===== config.mk =====
export PLATFORM = sky130hd
export DESIGN_NAME = game_sequencer
export DESIGN_NICKNAME = d
export VERILOG_FILES = /design/src/rtl/game_pkg.sv /design/src/rtl/game_sequencer_rr_arbiter2.sv /design/src/rtl/game_sequencer.sv
export SDC_FILE = /design/constraint.sdc
export NUM_CORES = 1
export LEC_CHECK = 0
export CORE_ASPECT_RATIO = 0.75
export CORE_UTILIZATION = 44
export CTS_BUF_LIST = sky130_fd_sc_hd__clkbuf_8 sky130_fd_sc_hd__clkbuf_16
export DETAILED_ROUTE_END_ITERATION = 10
export HOLD_SLACK_MARGIN = 0.02
export PLACE_DENSITY = 0.79
export SETUP_SLACK_MARGIN = 0.05
export SLEW_MARGIN = 30
export SYNTH_ARGS = -nofsm -noshare
export SYNTH_HDL_FRONTEND = slang
export SYNTH_SLANG_ARGS = --single-unit

===== constraint.sdc =====
create_clock -name clk -period 2.5 [get_ports clk]
set_clock_uncertainty 0.2 [all_clocks]
set_input_delay 0.25 -clock clk [delete_from_list [all_inputs] [get_ports clk]]
set_output_delay 0.25 -clock clk [all_outputs]
set_load 0.02 [all_outputs]

===== src/rtl/game_pkg.sv =====
// Shared types and constants for the counter-game round sequencer.
// Widths, FSM states, `who` encoding and step codes live here.
package game_pkg;

  localparam int SIZE      = 4;
  localparam int MAX_SCORE = 4;
  localparam int TIMEOUT   = 32;

  typedef enum logic [1:0] {
    S_IDLE,
    S_LOAD,
    S_PLAY,
    S_OVER
  } state_e;

  localparam logic [1:0] WHO_NONE = 2'b00;
  localparam logic [1:0] WHO_WIN  = 2'b10;
  localparam logic [1:0] WHO_LOSE = 2'b01;

  typedef enum logic [1:0] {
    STEP_INC1 = 2'b00,
    STEP_INC2 = 2'b01,
    STEP_DEC1 = 2'b10,
    STEP_DEC2 = 2'b11
  } step_e;

endpackage


===== src/rtl/game_sequencer_rr_arbiter2.sv =====
// Two-requester round-robin arbiter with a last-grant pointer.
// The pointer moves only when a grant is actually issued.
module rr_arbiter2 (
  input  logic       clk,
  input  logic       rst,
  input  logic       en,
  input  logic [1:0] req,
  output logic [1:0] gnt
);

  // prio_q=0: p0 wins a tie; prio_q=1: p1 wins a tie
  logic prio_q, prio_d;

  always_comb begin
    gnt    = 2'b00;
    prio_d = prio_q;
    if (en) begin
      if (req == 2'b11) gnt = prio_q ? 2'b10 : 2'b01;
      else              gnt = req;
    end
    if (gnt[0])      prio_d = 1'b1;
    else if (gnt[1]) prio_d = 1'b0;
  end

  always_ff @(posedge clk or posedge rst) begin
    if (rst) prio_q <= 1'b0;
    else     prio_q <= prio_d;
  end

endmodule


===== src/rtl/game_sequencer.sv =====
// Round controller and move arbiter for the counter game.
// Optional forced-loss timeout: define GAME_SEQ_TIMEOUT_EN.
module game_sequencer
  import game_pkg::*;
#(
  parameter int SIZE      = game_pkg::SIZE,
  parameter int MAX_SCORE = game_pkg::MAX_SCORE
`ifdef GAME_SEQ_TIMEOUT_EN
  ,
  parameter int TIMEOUT   = game_pkg::TIMEOUT
`endif
) (
  input  logic                 clk,
  input  logic                 reset,
  input  logic                 start,
  input  logic [SIZE-1:0]      seed,
  input  logic                 p0_req,
  input  logic                 p1_req,
  input  logic [1:0]           p0_ctrl,
  input  logic [1:0]           p1_ctrl,
  output logic                 p0_gnt,
  output logic                 p1_gnt,
  input  logic [SIZE-1:0]      count,
  input  logic                 winner,
  input  logic                 loser,
  output logic                 init_c,
  output logic [SIZE-1:0]      init_l,
  output logic [1:0]           control,
  output logic [MAX_SCORE-1:0] win_score,
  output logic [MAX_SCORE-1:0] lose_score,
  output logic                 gameover,
  output logic [1:0]           who
);

  state_e               state_q, state_d;
  logic [MAX_SCORE-1:0] win_q, win_d;
  logic [MAX_SCORE-1:0] lose_q, lose_d;
  logic [MAX_SCORE-1:0] win_inc, lose_inc;
  logic                 go_q, go_d;
  logic [1:0]           who_q, who_d;
  logic [1:0]           gnt;
  logic                 play;
  logic                 to_hit;
  logic                 res_win, res_lose;

  assign play = (state_q == S_PLAY);

  rr_arbiter2 u_arb (
    .clk (clk),
    .rst (reset),
    .en  (play),
    .req ({p1_req, p0_req}),
    .gnt (gnt)
  );

`ifdef GAME_SEQ_TIMEOUT_EN
  localparam int TW = (TIMEOUT > 1) ? $clog2(TIMEOUT) : 1;

  logic [TW-1:0] to_q, to_d;

  // Cleared whenever not in PLAY, so it starts at 0 on PLAY entry
  assign to_d   = play ? to_q + TW'(1) : '0;
  assign to_hit = play && (to_q == TW'(TIMEOUT - 1));

  always_ff @(posedge clk or posedge reset) begin
    if (reset) to_q <= '0;
    else       to_q <= to_d;
  end
`else
  assign to_hit = 1'b0;
`endif

  assign res_win  = play & winner;
  assign res_lose = play & ~winner & (loser | to_hit);

  assign p0_gnt     = gnt[0];
  assign p1_gnt     = gnt[1];
  assign win_score  = win_q;
  assign lose_score = lose_q;
  assign gameover   = go_q;
  assign who        = who_q;

  // Counter has no enable: holding means reloading its own value
  always_comb begin
    init_c  = 1'b1;
    init_l  = count;
    control = STEP_INC1;
    unique case (state_q)
      S_IDLE, S_LOAD: init_l = seed;
      S_PLAY: begin
        if (|gnt) begin
          init_c  = 1'b0;
          control = gnt[1] ? p1_ctrl : p0_ctrl;
        end
      end
      default: ;
    endcase
  end

  always_comb begin
    state_d  = state_q;
    win_d    = win_q;
    lose_d   = lose_q;
    go_d     = go_q;
    who_d    = who_q;
    win_inc  = win_q + 1'b1;
    lose_inc = lose_q + 1'b1;
    unique case (state_q)
      S_IDLE: begin
        if (start) state_d = S_LOAD;
      end
      S_LOAD: state_d = S_PLAY;
      S_PLAY: begin
        unique case (1'b1)
          res_win: begin
            win_d   = win_inc;
            state_d = S_LOAD;
            if (&win_inc) begin
              state_d = S_OVER;
              go_d    = 1'b1;
              who_d   = WHO_WIN;
            end
          end
          res_lose: begin
            lose_d  = lose_inc;
            state_d = S_LOAD;
            if (&lose_inc) begin
              state_d = S_OVER;
              go_d    = 1'b1;
              who_d   = WHO_LOSE;
            end
          end
          default: ;
        endcase
      end
      S_OVER: begin
        if (start) begin
          win_d   = '0;
          lose_d  = '0;
          go_d    = 1'b0;
          who_d   = WHO_NONE;
          state_d = S_LOAD;
        end
      end
      default: state_d = S_IDLE;
    endcase
  end

  always_ff @(posedge clk or posedge reset) begin
    if (reset) begin
      state_q <= S_IDLE;
      win_q   <= '0;
      lose_q  <= '0;
      go_q    <= 1'b0;
      who_q   <= WHO_NONE;
    end else begin
      state_q <= state_d;
      win_q   <= win_d;
      lose_q  <= lose_d;
      go_q    <= go_d;
      who_q   <= who_d;
    end
  end

endmodule

# == Word level (Yosys, flattened, before mapping) ==
# Index checks and enable logic that the tools add are counted.
# W data, S select, Z words.
# op_classes
addsub,2
n_eq_ne,11
n_mux,31
n_bitwise,4
n_reduce_logical,12
# op_table
operator,n
$mux W2,12
$mux W4,4
$pmux W4 S2,2
$pmux W2 S2,3
$add A4 B1 Y4 const B,2
$reduce_and A4 Y1,2
$mux W1,7
$eq A2 B2 Y1 const B,3
$ne A2 B1 Y1 const B,3
$ne A3 B2 Y1 const B,2
$pmux W2 S3,1
$reduce_and A3 Y1,2
$reduce_or A2 Y1,3
$reduce_and A5 Y1,1
$pmux W1 S2,2
$reduce_bool A2 Y1,2
$and A1 B1 Y1,3
$ne A3 B1 Y1 const B,1
$eq A2 B1 Y1 const B,1
$logic_not A2 Y1,1
$ne A2 B2 Y1 const B,1
$reduce_and A2 Y1,1
$not A1 Y1,1
# word_totals
ff_bits,14
input_bits,19

# == Logic depth before layout (Yosys ltp) ==
# Gate-level depths: netlist of run 1.
# logic_depth
depth_word,6
mapped_depth,8

# == Cells and area by module ==
# A second synthesis of run 1 with hierarchy kept.
# unflattened
cells_unflattened,136
area_unflattened_um2,1127.3
# by_module_without_submodules
mod,n_inst,cells_each,area_each_um2,seq_area_each_um2
game_sequencer,1,126,1054.8,325.3
rr_arbiter2,1,10,72.6,25.0

# == Least setup slack after synthesis of run 1 ==
# Ideal clock, no wire load.
# synth_path
path_kind,register -> output
start,register state_q[0]
end,output control[0]
arrival_time_ns,1.516
required_ns,2.050
path_slack_ns,0.534
stages_incl_launch_ff,6
cell_sequence,dfrtp_1 inv_1 ha_1 buf_6 o21ai_0 a21oi_1
# synth_between
elab_chain_cells,5
# synth_lines
element,line_no,text
from (decl),game_sequencer.sv:35,"state_e state_q, state_d;"
from (signal assigned),game_sequencer.sv:157,state_q <= state_d;
$eq A2 B2 Y1 (*),"game_sequencer.sv:46, game_sequencer.sv:88",
$mux W2,game_sequencer_rr_arbiter2.sv:17,if (en) begin
$mux W2 or $reduce_or A2 Y1 (tied branches),"game_sequencer.sv:93, game_sequencer.sv:91",
$mux W2,game_sequencer.sv:91,if (|gnt) begin
$mux W2 (*),game_sequencer.sv:88,unique case (state_q)
to (decl),game_sequencer.sv:28,"output logic [1:0] control,"
# Every way passes the cells marked *; elsewhere a longest branch is shown, timed or not.

# == Final worst setup path of run 1 ==
# layout_path
start,register state_q[1]
end,output init_l[1]
# layout_between
elab_chain_cells,3
# layout_lines
element,line_no,text
$eq A2 B1 Y1 or $logic_not A2 Y1 (tied branches),game_sequencer.sv:88,
$reduce_or A2 Y1 (*),game_sequencer.sv:88,
$mux W4 (*),game_sequencer.sv:88,
to (decl),game_sequencer.sv:27,"output logic [SIZE-1:0] init_l,"
# Marks and branches as above.

==> impl_metrics.yaml, run 1 <==
power_and_ir_drop:
  power.leakage_nw: 0.7070
  p_per_area_nw_per_um2: 969.0
  ir_drop_v: 0.0005170
timing:
  whs_ps: 162.6
  tns_ps: 0
  post-route-min-period_ps: 2373
  timing.fmax_mhz: 421.4
  slew_violations: 0
  slew_headroom: 0.6032
  worstMarginPinSlew_ps: 594.5
  setup-violations-final: 0
  finalCritPeriodShare: 0.9491
  rsz0062_at_grt: "false"
  finalHoldViolations: 0
cells_and_area:
  layout-drive-gt1-share: 0.1092
  area_delta_synth_final_pct: 44.22
  seqCellArea_um2: 350.3
  fillers: 208
  multi_input_area_um2: 686.9
  diodes: 0
  fin_util: 0.6769
  nets: 203
placement:
  place_hpwl_mm: 2.206
  routabilityCongestion: 0.7924
  numPortBuffers: 38
synthesis:
  synth_top_area_frac: 0.3207
  yosysMostFrequentCell: "nand2_1"
  ys_seq_area_frac: 0.3207
  synth_edf_count: 0
  synth_cell_type_count: 35
  synth_nets: 160
  syn_area_per_cell_um2: 8.275
  async_flop_share: 1.000
  synth_seq_cells: 14
  syn_area_um2: 1092
  yosysWarnings: 0
  synth_ff_type: "dfrtp_1"
  synth_common_cells: "16 x nand2_1, 14 x a21oi_1, 14 x dfrtp_1, 11 x o21ai_0, 10 x nor2_1"
  ys_top_cells_by_area: "dfrtp_1 32%, ha_1 10%, a21oi_1 6.4%"
  yosysTopAreaCell: "dfrtp_1"
  syn_inst: 132
global_route:
  grt_usage: 0.2540
  grt_overflow_total: 0
  grt_pass1_vias: 1068
  grt_first_pass_wirelength_mm: 4.940
  grt_max_degree: 15
  antenna_found_initial: 0
cts:
  ctsHoldBuffers: 0
  cts.sink_count: 14
  cts.reportedPaths.clkPinSlew_ps: 70
  numCtsBuffers: 3
  clkLatencyLatePin_ps: 250
  clockBufferDepth: 2
  tritoncts: "built"
  cts-root-buf: "clkbuf_8"
  htree_levels: 1
floorplanning:
  dieArea_um2: 2688
  die_y_um: 45.15
  initial_core_util: 0.4694
  fp.coreArea_um2: 2327
  row_count: 15
  ios: 39
  die_w_um: 59.53
worst_setup_path:
  end_kind: "output port"
  crit_required_ps: 2050
  start_kind: "flip-flop"
  cp_max_fo: 4
  critPathKind: "flip-flop to output port"
  reg2reg_from: "lose_score[1]"
  reg2reg_slack_ps: 470
  r2r_end: "gameover"
  worstRegToRegCells: 6
  cp.arrival_ps: 1920
outcome:
  status: "finished clean"
drt:
  dr.max_layer_used: "met4"
  m1WireLength_mm: 1.385
  routed_wl_mm: 3.090
  num_vias: 1146
  via_per_inst: 5.510
  dr_wl_met2_mm: 1.512
  drtIter0Drc: 88
  drc: 0
  firstDrtPassIters: 4
  route.detailed.wl_per_inst_um: 14.86
  ant_nets: 0
  dr_wl_met3_um: 172
job:
  drv_cap: 0
worst_hold_path:
  hp-class: "primary input to asynchronous set/reset pin"
## through the flow
stage / cells / total power [mW] / worst slack, ps / instance area (um2)
after floorplan: 132 / 0.9483 / 533.8 / 1092
after global placement: 204 / 1.260 / 211.7 / 1519
after detailed placement: 204 / 1.299 / 155.9 / 1519
after CTS: 208 / 1.510 / 90.91 / 1568
after global routing: 208 / 1.643 / 73.93 / 1575
final: 208 / 1.526 / 127.2 / 1575
## sequential cells by signal (all words and copies together) (netlist names)
signal	cells
gameover	1
lose_score	4
u_arb.prio_q	1
state_q	2
who	2
win_score	4
## routing by layer
metal,vias to the layer above,track usage
met5,-,0
met3,2,0.06017
met4,0,0.05581
met1,541,0.3222
met2,44,0.4427
li1,559,-
## what timing repair did
item	CTS	global route
resized for setup	8	3
pin swaps	0	0
setup buffers	0	0
setup endpoints to repair	7	4
## layout by cell type, fill, tap and decap left out, drive strengths merged, types with 4 or more instances in the layout
master	n
a21oi	14
clkbuf	4
clkdlybuf4s50	29
dfrtp	14
dlygate4sd2	7
ha	9
inv	11
mux2	5
nand2	16
nor2	10
nor2b	4
o21ai	13
o22ai	4
## area by class of cell
class,instances,share of cell area
Clock buffer,4,0.03495
Inverter,11,0.02621
Multi-Input combinational cell,104,0.4361
Sequential cell,14,0.2224
Tap cell,34,0.02701
Timing Repair Buffer,41,0.2534
## power breakdown
group,switching (mW),internal [mW]
Sequential,0.100,0.299
Combinational,0.498,0.398
Clock,0.0915,0.140
## critical path: stages, from the launching register on
cell,delay [ps]
dfrtp_1,400
inv_1,100
ha_1,220
nor2_2,260
mux2_2,370
dlygate4sd2_1,320
## worst max-delay path by stage
| stage | cells after the start | start | to | slack, ps |
|---|---|---|---|---|
| final | 5 | state_q[1] | init_l[1] | 130 |
| after global routing | 5 | state_q[1] | init_l[1] | 70 |
| after CTS | 5 | state_q[0] | p1_gnt | 90 |
| after detailed placement | 6 | p0_req | control[0] | 160 |
| after global placement | 6 | p0_req | control[0] | 210 |
| after floorplan | 5 | state_q[0] | control[0] | 530 |
## kinds of logic (layout without fill, tap and decap cells)
kind of cell	count (synthesis)	count (layout)	share of synthesized area
AOI/OAI and AO/OA	46	46	0.2669
adders and majority gates	9	9	0.1031
buffers and inverters	14	56	0.05499
DFF	14	14	0.3207
muxes	5	5	0.05154
and+or+nand+nor	44	44	0.2028
No activity file was read; power rests on OpenSTA's default activity.
==> run 2: changes to the inputs <==
--- a/config.mk
+++ b/config.mk
@@ -5,8 +5,9 @@
 export SDC_FILE = /design/constraint.sdc
 export NUM_CORES = 1
 export LEC_CHECK = 0
+export ABC_AREA = 1
 export CORE_ASPECT_RATIO = 0.75
-export CORE_UTILIZATION = 44
+export CORE_UTILIZATION = 43
 export CTS_BUF_LIST = sky130_fd_sc_hd__clkbuf_8 sky130_fd_sc_hd__clkbuf_16
 export DETAILED_ROUTE_END_ITERATION = 10
 export HOLD_SLACK_MARGIN = 0.02
==> run 2 against run 1 <==
Effect of this change:
- the run now ends with DRC left
- total power is 2.8% lower
- sequential share of layout area is 1.3 points higher
- critical path depth stayed put
- highest routed layer unchanged
- clock-buffer cell count stayed put
- flip-flop and latch count stayed put
- die area is 5.8% lower
- global-route usage is 4.3 points lower
==> impl_metrics.yaml, run 2 <==
outcome:
  status: "finished with violations"
  violations: "DRC"
cts:
  clockBufferDepth: 2
  cts.sink_count: 14
  ctsHoldBuffers: 0
  postCtsSetupBuffers: 0
  htree_levels: 1
  cts-root-buf: "clkbuf_8"
  cts.reportedPaths.clkPinSlew_ps: 60
  tritoncts: "built"
  numCtsBuffers: 3
  clkLatencyLatePin_ps: 250
global_route:
  grt_usage: 0.2108
  grt_pass1_vias: 888
  grt_max_degree: 15
  grt_first_pass_wirelength_mm: 3.850
  antenna_found_initial: 0
  grt_overflow_total: 0
timing:
  slew_violations: 0
  finalCritPeriodShare: 0.9210
  slew_headroom: 0.6542
  worstMarginPinSlew_ps: 518.1
  rsz0062_at_grt: "false"
  layout_setup_ws_ps: 197.5
  timing.fmax_mhz: 434.3
  post-route-min-period_ps: 2303
  setup-violations-final: 0
  tns_ps: 0
  finalHoldViolations: 0
  whs_ps: 127.9
worst_setup_path:
  crit_required_ps: 2050
  start_kind: "flip-flop"
  cpLargestDelayFamily: "buffers and inverters"
  critPathBufInv: 2
  critPathKind: "flip-flop to output port"
  cpPeakStageDelay_ps: 420
  end_kind: "output port"
  cp.arrival_ps: 1850
  cp_max_fo: 5
  crit_chain: "inv_1, ha_1, nor2_2, mux2_2, dlygate4sd2_1"
  crit_slowest_cell: "dfrtp_1"
floorplanning:
  die_y_um: 43.84
  fp.coreArea_um2: 2102
  row_count: 14
  ios: 39
  dieArea_um2: 2533
  die_w_um: 57.78
  initial_core_util: 0.4774
synthesis:
  async_flop_share: 1.000
  ys_seq_area_frac: 0.3491
  synth_common_cells: "32 x nand2_1, 20 x inv_1, 14 x dfrtp_1, 11 x nor2_1, 9 x ha_1"
  synth_ff_type: "dfrtp_1"
  syn_inst: 128
  yosysWarnings: 0
  syn_area_per_cell_um2: 7.840
  syn_area_um2: 1003
  synth_top_area_frac: 0.3491
  synth_edf_count: 0
  synth_cell_type_count: 20
  ys_top_cells_by_area: "dfrtp_1 35%, nand2_1 12%, ha_1 11%"
  synth_nets: 156
  synth_seq_cells: 14
  yosysMostFrequentCell: "nand2_1"
  yosysTopAreaCell: "dfrtp_1"
cells_and_area:
  diodes: 0
  area_delta_synth_final_pct: 48.00
  final_common_cell: "nand2_1"
  mostFrequentLayoutCells: "32 x nand2_1, 29 x clkdlybuf4s50_1, 20 x inv_1"
  layout-drive-gt1-share: 0.1520
  finish.instance_area_um2: 1485
  nets: 200
  layout.cells.non_filler: 195
  fillers: 187
worst_hold_path:
  hp-class: "primary input to asynchronous set/reset pin"
drt:
  routed_wl_mm: 2.331
  drc: 1
  num_vias: 956
  drtIter0Drc: 40
  firstDrtPassIters: 7
  ant_nets: 0
  via_per_inst: 4.903
  route.detailed.wl_per_inst_um: 11.95
placement:
  place_hpwl_mm: 1.866
  placed_area_um2: 1421
  dpl.cell_count: 191
  pre_cts_ws_ps: 7.683
  routabilityCongestion: 0.7925
  numPortBuffers: 38
job:
  drv_cap: 0
power_and_ir_drop:
  ir_drop_v: 0.0005838
  power.leakage_nw: 0.6954
  p_per_area_nw_per_um2: 999.4
## run 2: final cells by class
class	count	area, um2	area share
Clock buffer	4	55.05	0.03707
Inverter	22	82.58	0.05560
Multi-Input combinational cell	92	590.6	0.3976
Sequential cell	14	350.3	0.2359
Tap cell	24	30.03	0.02022
Timing Repair Buffer	39	376.6	0.2536
## run 2: cell families after synthesis
group	share of synthesized area
AOI/OAI and AO/OA	0.1085
adders and majority gates	0.1122
buffers and inverters	0.08230
DFF	0.3491
muxes	0.04488
and+or+nand+nor	0.3030
## run 2: where the power goes
group	switching, mW	total (mW)	internal [mW]
clock	0.0856	0.225	0.140
combinational	0.508	0.873	0.365
sequential	0.0820	0.386	0.304
total	0.675	1.48	0.809
## run 2: repair_timing
action	4_1_cts	5_1_grt
gates resized for setup	12	2
endpoints found under the hold margin	0	0
endpoints found under the setup margin	9	3
gates cloned	0	0
pin swaps	0	0
## run 2: final timing paths
check / slack (ps) / depth (start not counted) / start / endpoint
setup / recovery: 200 / 5 / state_q[0] / init_l[0]
hold / removal: 130 / 2 / reset / lose_score[2]
setup reg to reg: 700 / 8 / state_q[0] / state_q[1]
hold reg to reg: 270 / 2 / who[1] / who[1]
max in group asynchronous: 1630 / 2 / reset / win_score[2]
min in group clk: 270 / 2 / who[1] / who[1]
## run 2: stage by stage
stage          total power, mW  utilization
3_5_place_dp             1.275       0.6762
4_1_cts                  1.491       0.7036
5_1_grt                  1.606       0.7065
6_report                 1.484       0.7065
2_1_floorplan           0.9434            -
3_3_place_gp             1.252       0.6762
## run 2: routing by layer
layer	track usage	wire, um	part of all wire	vias to the layer above
met4	0.1000	31	0.013	0
met1	0.2719	1139	0.49	433
met3	0.06866	112	0.048	4
met2	0.3233	1047	0.45	21
met5	0	0	0	-
li1	-	-	-	498
==> run 3: changes to the inputs <==
--- a/config.mk
+++ b/config.mk
@@ -12,7 +12,6 @@
 export DETAILED_ROUTE_END_ITERATION = 10
 export HOLD_SLACK_MARGIN = 0.02
 export PLACE_DENSITY = 0.79
-export SETUP_SLACK_MARGIN = 0.05
 export SLEW_MARGIN = 30
 export SYNTH_ARGS = -nofsm -noshare
 export SYNTH_HDL_FRONTEND = slang
==> run 3 against run 2 <==
Effect of this change:
- the run still ends with DRC left
- combinational power hardly changed
- routed wire length is 0.86% lower
- sequential power hardly changed
- critical path depth is 2 higher
- first-iteration DRC count is 15% lower
- flip-flop and latch count stayed put
- die area stayed put
- clock power hardly changed
- maximum frequency is 1.4% lower
- worst setup slack worse by 32 ps
- highest routed layer unchanged
==> impl_metrics.yaml, run 3 (same netlist as run 2, synthesis figures left out) <==
outcome:
  status: "finished with violations"
  violations: "DRC"
power_and_ir_drop:
  p_int_mw: 0.8102
  pwr-share-clk: 0.152
  p_sw_mw: 0.6717
  seqPwrFrac: 0.258
  swShare: 0.4533
  power.leakage_nw: 0.7087
  ir_drop_v: 0.0005838
  p_per_area_nw_per_um2: 997.8
  combPwrFrac: 0.590
cts:
  clockBufferDepth: 2
  clkLatencyLatePin_ps: 250
  tritoncts: "built"
  cts-root-buf: "clkbuf_8"
  postCtsSetupBuffers: 0
  htree_levels: 1
  numCtsBuffers: 3
  cts.reportedPaths.clkPinSlew_ps: 60
  cts.sink_count: 14
floorplanning:
  initial_core_util: 0.4774
  ios: 39
  fp.coreArea_um2: 2102
  row_count: 14
  dieArea_um2: 2533
  die_w_um: 57.78
  die_y_um: 43.84
worst_setup_path:
  cp_max_fo: 5
  cpPeakStageDelay_ps: 430
  cp_common_cell: "a21oi_1"
  crit_slowest_cell: "dfrtp_1"
  end_kind: "output port"
  cp.arrival_ps: 1880
  crit_chain: "inv_1, ha_2, nand2_1, a21oi_1, a21oi_1, nor2_1, dlygate4sd2_1"
  critPathKind: "flip-flop to output port"
  start_kind: "flip-flop"
  crit_required_ps: 2050
global_route:
  grt_max_degree: 15
  antenna_found_initial: 0
  grt_usage: 0.2108
  grt_first_pass_wirelength_mm: 3.850
  grt_overflow_total: 0
  grt_pass1_vias: 888
timing:
  rsz0062_at_grt: "false"
  worstMarginPinSlew_ps: 518.1
  setup-violations-final: 0
  slew_headroom: 0.6542
  layout_setup_ws_ps: 165.5
  post-route-min-period_ps: 2335
  timing.fmax_mhz: 428.4
  tns_ps: 0
  slew_violations: 0
  finalCritPeriodShare: 0.9338
  finalHoldViolations: 0
placement:
  numPortBuffers: 38
  routabilityCongestion: 0.7925
  placed_area_um2: 1421
  dpl.cell_count: 191
  pre_cts_ws_ps: 7.683
  place_hpwl_mm: 1.866
drt:
  num_vias: 958
  routed_wl_mm: 2.311
  route.detailed.wl_per_inst_um: 11.85
  via_per_inst: 4.913
  drtIter0Drc: 34
  drc: 1
  ant_nets: 0
  firstDrtPassIters: 8
cells_and_area:
  finish.instance_area_um2: 1485
  area_delta_synth_final_pct: 48.00
  diodes: 0
  nets: 200
  mostFrequentLayoutCells: "32 x nand2_1, 29 x clkdlybuf4s50_1, 20 x inv_1"
  layout-drive-gt1-share: 0.1462
  final_common_cell: "nand2_1"
  fillers: 187
  layout.cells.non_filler: 195
job:
  drv_cap: 0
worst_hold_path:
  hp-class: "primary input to asynchronous set/reset pin"
## run 3: cell count changes in the layout (fill, tap and decap cells not counted), sizes merged
cell          delta
dlygate4sd2      -1
dlymetal6s2s     +1
## run 3: through the flow
stage / power (mW) / util / hold WS (ps)
2_1_floorplan: 0.9434 / - / -60.78
3_3_place_gp: 1.252 / 0.6762 / 255.9
3_5_place_dp: 1.275 / 0.6762 / 260.1
4_1_cts: 1.493 / 0.7042 / 143.1
5_1_grt: 1.604 / 0.7065 / 193.0
6_report: 1.482 / 0.7065 / 127.9
## run 3: final cells by class
cell class / instances / area (um2) / area share
multi-input cells: 92 / 586.8 / 0.3951
clock buffers: 4 / 55.05 / 0.03707
inverters: 22 / 82.58 / 0.05560
repair buffers: 39 / 380.4 / 0.2561
flip-flops and latches: 14 / 350.3 / 0.2359
well taps: 24 / 30.03 / 0.02022
## run 3: path summary, 6_finish.rpt
path	from	end	slack (ps)	depth (start not counted)
worst max-delay path	state_q[0]	control[0]	170	7
worst min-delay path	reset	lose_score[2]	130	2
worst max register to register	state_q[0]	state_q[1]	710	8
worst min register to register	who[1]	who[1]	270	2
max in group asynchronous	reset	win_score[2]	1630	2
min in group clk	who[1]	who[1]	270	2
## run 3: metal layers
metal	track usage	vias up	share of wire
li1	-	499	-
met1	0.2719	433	0.49
met2	0.3233	22	0.45
met3	0.06866	4	0.050
met4	0.1000	0	0.013
met5	0	-	0
## run 3: repair_timing
item | 4_1_cts | 5_1_grt
hold buffers | 0 | 0
endpoints found under the hold margin | 0 | 0
endpoints found under the setup margin | 9 | 3
gates resized for setup | 11 | 2
## run 3: worst max-delay path: cells and delay by family (launching register included)
family | cells | cell delay, ps
buffers and inverters | 2 | 460
AOI/OAI and AO/OA | 2 | 340
adders and majority gates | 1 | 230
and+or+nand+nor | 2 | 180
DFF | 1 | 430
## run 3: power by group through the flow
stage / Clock, mW / Combinational (mW) / Sequential (mW)
floorplan: 0 / 0.514 / 0.429
global placement: 0 / 0.873 / 0.379
detailed placement: 0 / 0.888 / 0.386
CTS: 0.234 / 0.877 / 0.382
global route: 0.242 / 0.965 / 0.397
finish: 0.225 / 0.874 / 0.383
==> patch 1: new RTL, flow settings as in run 2 <==
Change the package constant `MAX_SCORE` from 4 to 5.
--- a/src/rtl/game_pkg.sv
+++ b/src/rtl/game_pkg.sv
@@ -5,3 +5,3 @@
   localparam int SIZE      = 4;
-  localparam int MAX_SCORE = 4;
+  localparam int MAX_SCORE = 5;
   localparam int TIMEOUT   = 32;
Interface: changed (resized lose_score and win_score); port bits go from 39 to 41. No check against the original RTL was run, so the function may have changed too.
==> patch 1 against run 2 <==
Die area is 9.1% higher. Wire length rose by 12%. Non-clock buffer count increased by 2. Synthesized area is 9.5% higher. Setup slack worse by 0.017 ns. Sequential cell count is 2 higher. Power grew 6.7%. Global-route usage shrank 0.53 points. Design area rose by 9.1%. Fmax down 0.71%. Final cell count increased by 12%. Critical path depth did not move. Utilization shrank 2.1 points. Critical path type unchanged. Largest power group unchanged.
==> patch 1: results (changes against run 2) <==
Worst VDD drop -> 0.000564 V (-3.4%)
Synth Net Count -> 167 (+7.1%)
DR WL met3 -> 140 µm (+25%)
Total GRT Usage -> 20.5% (-0.53 points)
Gate power share -> 59.2% (+0.4 points)
Worst Max-Slew Pin Slew -> 0.644 ns (+0.125 ns)
Sequential cell area fraction in the yosys report -> 36.4% (+1.5 points)
Root Buffer Master -> clkbuf_8
Seq pwr share -> 26.2% (+0.2 points)
Vias in the first global route -> 1035 (+17%)
GR Util met1 -> 24.4% (-2.8 points)
Drt pass-1 iters -> 4 (-3)
Post_cts resized -> 9 (-3)
Antenna diodes -> 0 (unchanged)
Detail Placement HPWL -> 2130 µm (+14%)
Status -> finished clean
Area contributors post-synth -> dfrtp_1 (36%), nand2_1 (12%), ha_1 (10%)
Number of cells on the worst reg-to-reg path -> 8 (unchanged)
Reg2Reg Setup Slack -> 0.49 ns (-0.21 ns)
First-pass GRT wire length -> 4130 µm (+7.2%)
Worst hold slack -> 0.186 ns (+0.0579 ns)
Leakage -> 0.000775 µW (+11%)
Largest delay share family, worst path -> flip-flops
Distinct cells, synth -> 24 (+20%)
FF-to-FF End -> lose_score[4]
Fill count -> 220 (+18%)
Buffers on Ports -> 40 (+5.3%)
Syn_area_per_cell -> 7.90 µm² (+0.81%)
Clk_lat worst skew -> 0.25 ns (about the same)
Post-Route WL -> 2610 µm (+12%)
Comb. pwr -> 938 µW (+7.4%)
Met3 Use GR -> 6.25% (-0.62 points)
DR top layer -> met3
DR WL met2 -> 1300 µm (+24%)
Fraction of registers with async set/reset -> 100% (unchanged)
DRT iter0 DRCs -> 53 (+33%)
Fraction of layout cells with a size suffix above 1 -> 12.0% (-3.2 points)
CTS max path bufs -> 2 (unchanged)
Placed cells -> 214 (+12%)
Post-Layout Cell Count -> 218 (+12%)
Via density -> 4.95 (+1.1%)
Final Wtd Congestion -> 0.816 (+2.9%)
Cell-internal power -> 859 µW (+6.2%)
Dpl cell area -> 1560 µm² (+9.6%)
Crit path arrival time -> 1.87 ns (+0.02 ns)
Postcts setup bufs -> 0 (unchanged)
CTS buffer count -> 3 (unchanged)
Most common library cells after synthesis -> nand2_1 (35), inv_1 (23), dfrtp_1 (16), ha_1 (9), o21ai_0 (9)
Post-cts hold buffer count -> 0 (unchanged)
Largest net degree at the start of global routing -> 17 (+2)
Met2 GRT Util -> 37.6% (+5.3 points)
Met1 WL -> 1170 µm (+2.4%)
-- patch 1: changes by cell type after synthesis, moves of 2 or more --
cell,delta
nand2_2,-2
nor2_4,-3
nor2_2,-2
nand3_1,+4
inv_1,+3
nand2_1,+3
nor2_1,-4
dfrtp_1,+2
nand4_1,+2
-- patch 1: logic make-up after synthesis --
logic type / count (synthesis) / synth area share [%]
simple gates: 61 / 26.8
buf+inv: 25 / 8.54
mux: 4 / 4.10
flops: 16 / 36.4
compound gates: 24 / 13.9
fa+ha+maj: 9 / 10.3
-- patch 1: through the flow --
stage | util [%] | setup WS, ns
2_1_floorplan | - | 0.174
6_report | 68.5 | 0.181
5_1_grt | 68.5 | 0.0758
3_3_place_gp | 65.9 | 0.159
3_5_place_dp | 65.9 | 0.0545
4_1_cts | 68.5 | 0.0780
-- patch 1: layout make-up --
class	count	area (µm²)	area share, %
clock buffers	4	55.1	3.40
inverters	25	93.8	5.79
multi-input cells	98	627	38.7
flip-flops and latches	16	400	24.7
well taps	34	42.5	2.63
repair buffers	41	402	24.8
==> patch 2: new RTL, settings of run 2 <==
Made on the original files. Encoding of `state_e`: now one-hot (4 bits for 4 states).
--- a/src/rtl/game_pkg.sv
+++ b/src/rtl/game_pkg.sv
@@ -8,7 +8,7 @@
 
-  typedef enum logic [1:0] {
-    S_IDLE,
-    S_LOAD,
-    S_PLAY,
-    S_OVER
+  typedef enum logic [3:0] {
+    S_IDLE = 4'b0001,
+    S_LOAD = 4'b0010,
+    S_PLAY = 4'b0100,
+    S_OVER = 4'b1000
   } state_e;
Behaviour: no difference found for any inputs over 10 cycles, from zero or initial values and one cycle with reset high; not proved beyond that.
==> patch 2 against run 2 <==
Wire length up 12%. Die area up 3.9%. Synthesized area up 4.1%. Sequential share of layout area up 2.9 points. Design area up 2.1%. Setup slack worse by 0.057 ns. Power down 2.4%. Sequential cell count up 2. Combinational power down 13%. Count of clock-buffer cells in the layout unchanged. Critical path depth up 1. Fmax down 2.4%.
==> patch 2: results (changes against run 2) <==
Status -> finished clean
Initial antenna violation count -> 0 (unchanged)
Setup crit start -> state_q[0]
Reg2Reg Setup Slack -> 0.82 ns (+0.12 ns)
First-pass GRT wire length -> 4140 µm (+7.5%)
Area contributors post-synth -> dfrtp_1 (36%), nand2_1 (16%), inv_1 (6.8%)
Synth Net Count -> 160 (+2.6%)
R2r startpoint -> lose_score[0]
Detail Placement HPWL -> 2160 µm (+16%)
Worst hold slack -> 0.164 ns (+0.0363 ns)
Vias in the first global route -> 964 (+8.6%)
Fraction of layout cells with a size suffix above 1 -> 16.2% (+1.0 points)
Slowest CP cell -> dfstp_2
Root Buffer Master -> clkbuf_8
Clk_lat worst skew -> 0.26 ns
Largest delay share family, worst path -> flip-flops
Critical path's largest stage delay -> 0.59 ns (+0.17 ns)
Final Wtd Congestion -> 0.776 (-2.1%)
Fill count -> 200 (+7.0%)
CTS buffer count -> 3 (unchanged)
Worst VDD drop -> 0.000629 V (+7.8%)
Leakage -> 0.000750 µW (+7.8%)
Distinct cells, synth -> 26 (+30%)
Fraction of registers with async set/reset -> 100% (unchanged)
Worst Max-Slew Pin Slew -> 0.596 ns (+0.0778 ns)
Post_cts resized -> 8 (-4)
Sequential cell area fraction in the yosys report -> 38.4% (+3.5 points)
DRT iter0 DRCs -> 23 (-43%)
Post-Route WL -> 2610 µm (+12%)
Crit path arrival time -> 1.91 ns (+0.06 ns)
Tightest Hold Check Type -> primary input to asynchronous set/reset pin
Most common library cells after synthesis -> nand2_1 (44), inv_1 (19), dfrtp_1 (15), nand3_1 (7), o21ai_0 (6)
Crit Path Max Fanout -> 5 (unchanged)
Via density -> 4.89 (-0.31%)
Number of cells on the worst reg-to-reg path -> 11 (+3)
Layout Nets -> 203 (+1.5%)
Largest net degree at the start of global routing -> 17 (+2)
Total GRT Usage -> 21.9% (+0.85 points)
Drt pass-1 iters -> 4 (-3)
FF-to-FF End -> state_q[3]
## patch 2: per-layer routing
metal | GRT usage [%] | share of wire, % | up-vias
met5 | 0 | 0 | -
met4 | 10.5 | 3.1 | 0
li1 | - | - | 516
met1 | 24.7 | 43 | 482
met3 | 7.02 | 4.4 | 10
met2 | 38.0 | 50 | 33
## patch 2: power breakdown
| part | internal, µW | switching, µW | leakage, µW |
|---|---|---|---|
| registers | 354 | 99.7 | 0.000203 |
| clock network | 140 | 94.2 | 0.0000288 |
| logic | 327 | 435 | 0.000518 |
| total | 821 | 629 | 0.000750 |
## patch 2: layout make-up
class	instances	area [µm²]	area share [%]
clock buffer	4	55.1	3.63
sequential	16	402	26.5
multi-input combinational	96	551	36.3
timing repair buffer	38	372	24.5
tap	34	42.5	2.81
inverter	25	95.1	6.27
## patch 2: logic make-up after synthesis
logic type               share of synthesized area [%]
flip-flops                                        38.4
adder cells (fa/ha/maj)                           4.79
AND/OR/NAND/NOR                                   35.2
AO/OA/AOI/OAI                                     8.14
buffers and inverters                             9.10
multiplexers                                      4.31
## patch 2: worst max-delay path by stage
stage | endpoint | slack, ns | cells past startpoint
6_report | init_l[2] | 0.14 | 6
2_1_floorplan | control[0] | 0.53 | 7
3_3_place_gp | control[0] | 0.07 | 7
3_5_place_dp | control[0] | 0.006 | 7
4_1_cts | init_l[2] | 0.13 | 6
5_1_grt | p1_gnt | 0.09 | 6
## patch 2: stage by stage
step / cells / utilization (%) / setup WS (ns) / area [µm²] / total power [µW]
floorplan: 137 / - / 0.532 / 1040 / 924
finish: 213 / 66.2 / 0.140 / 1520 / 1450
CTS: 213 / 66.2 / 0.132 / 1520 / 1460
global placement: 209 / 64.1 / 0.0744 / 1470 / 1190
global route: 213 / 66.2 / 0.0896 / 1520 / 1540
detailed placement: 209 / 64.1 / 0.00615 / 1470 / 1240
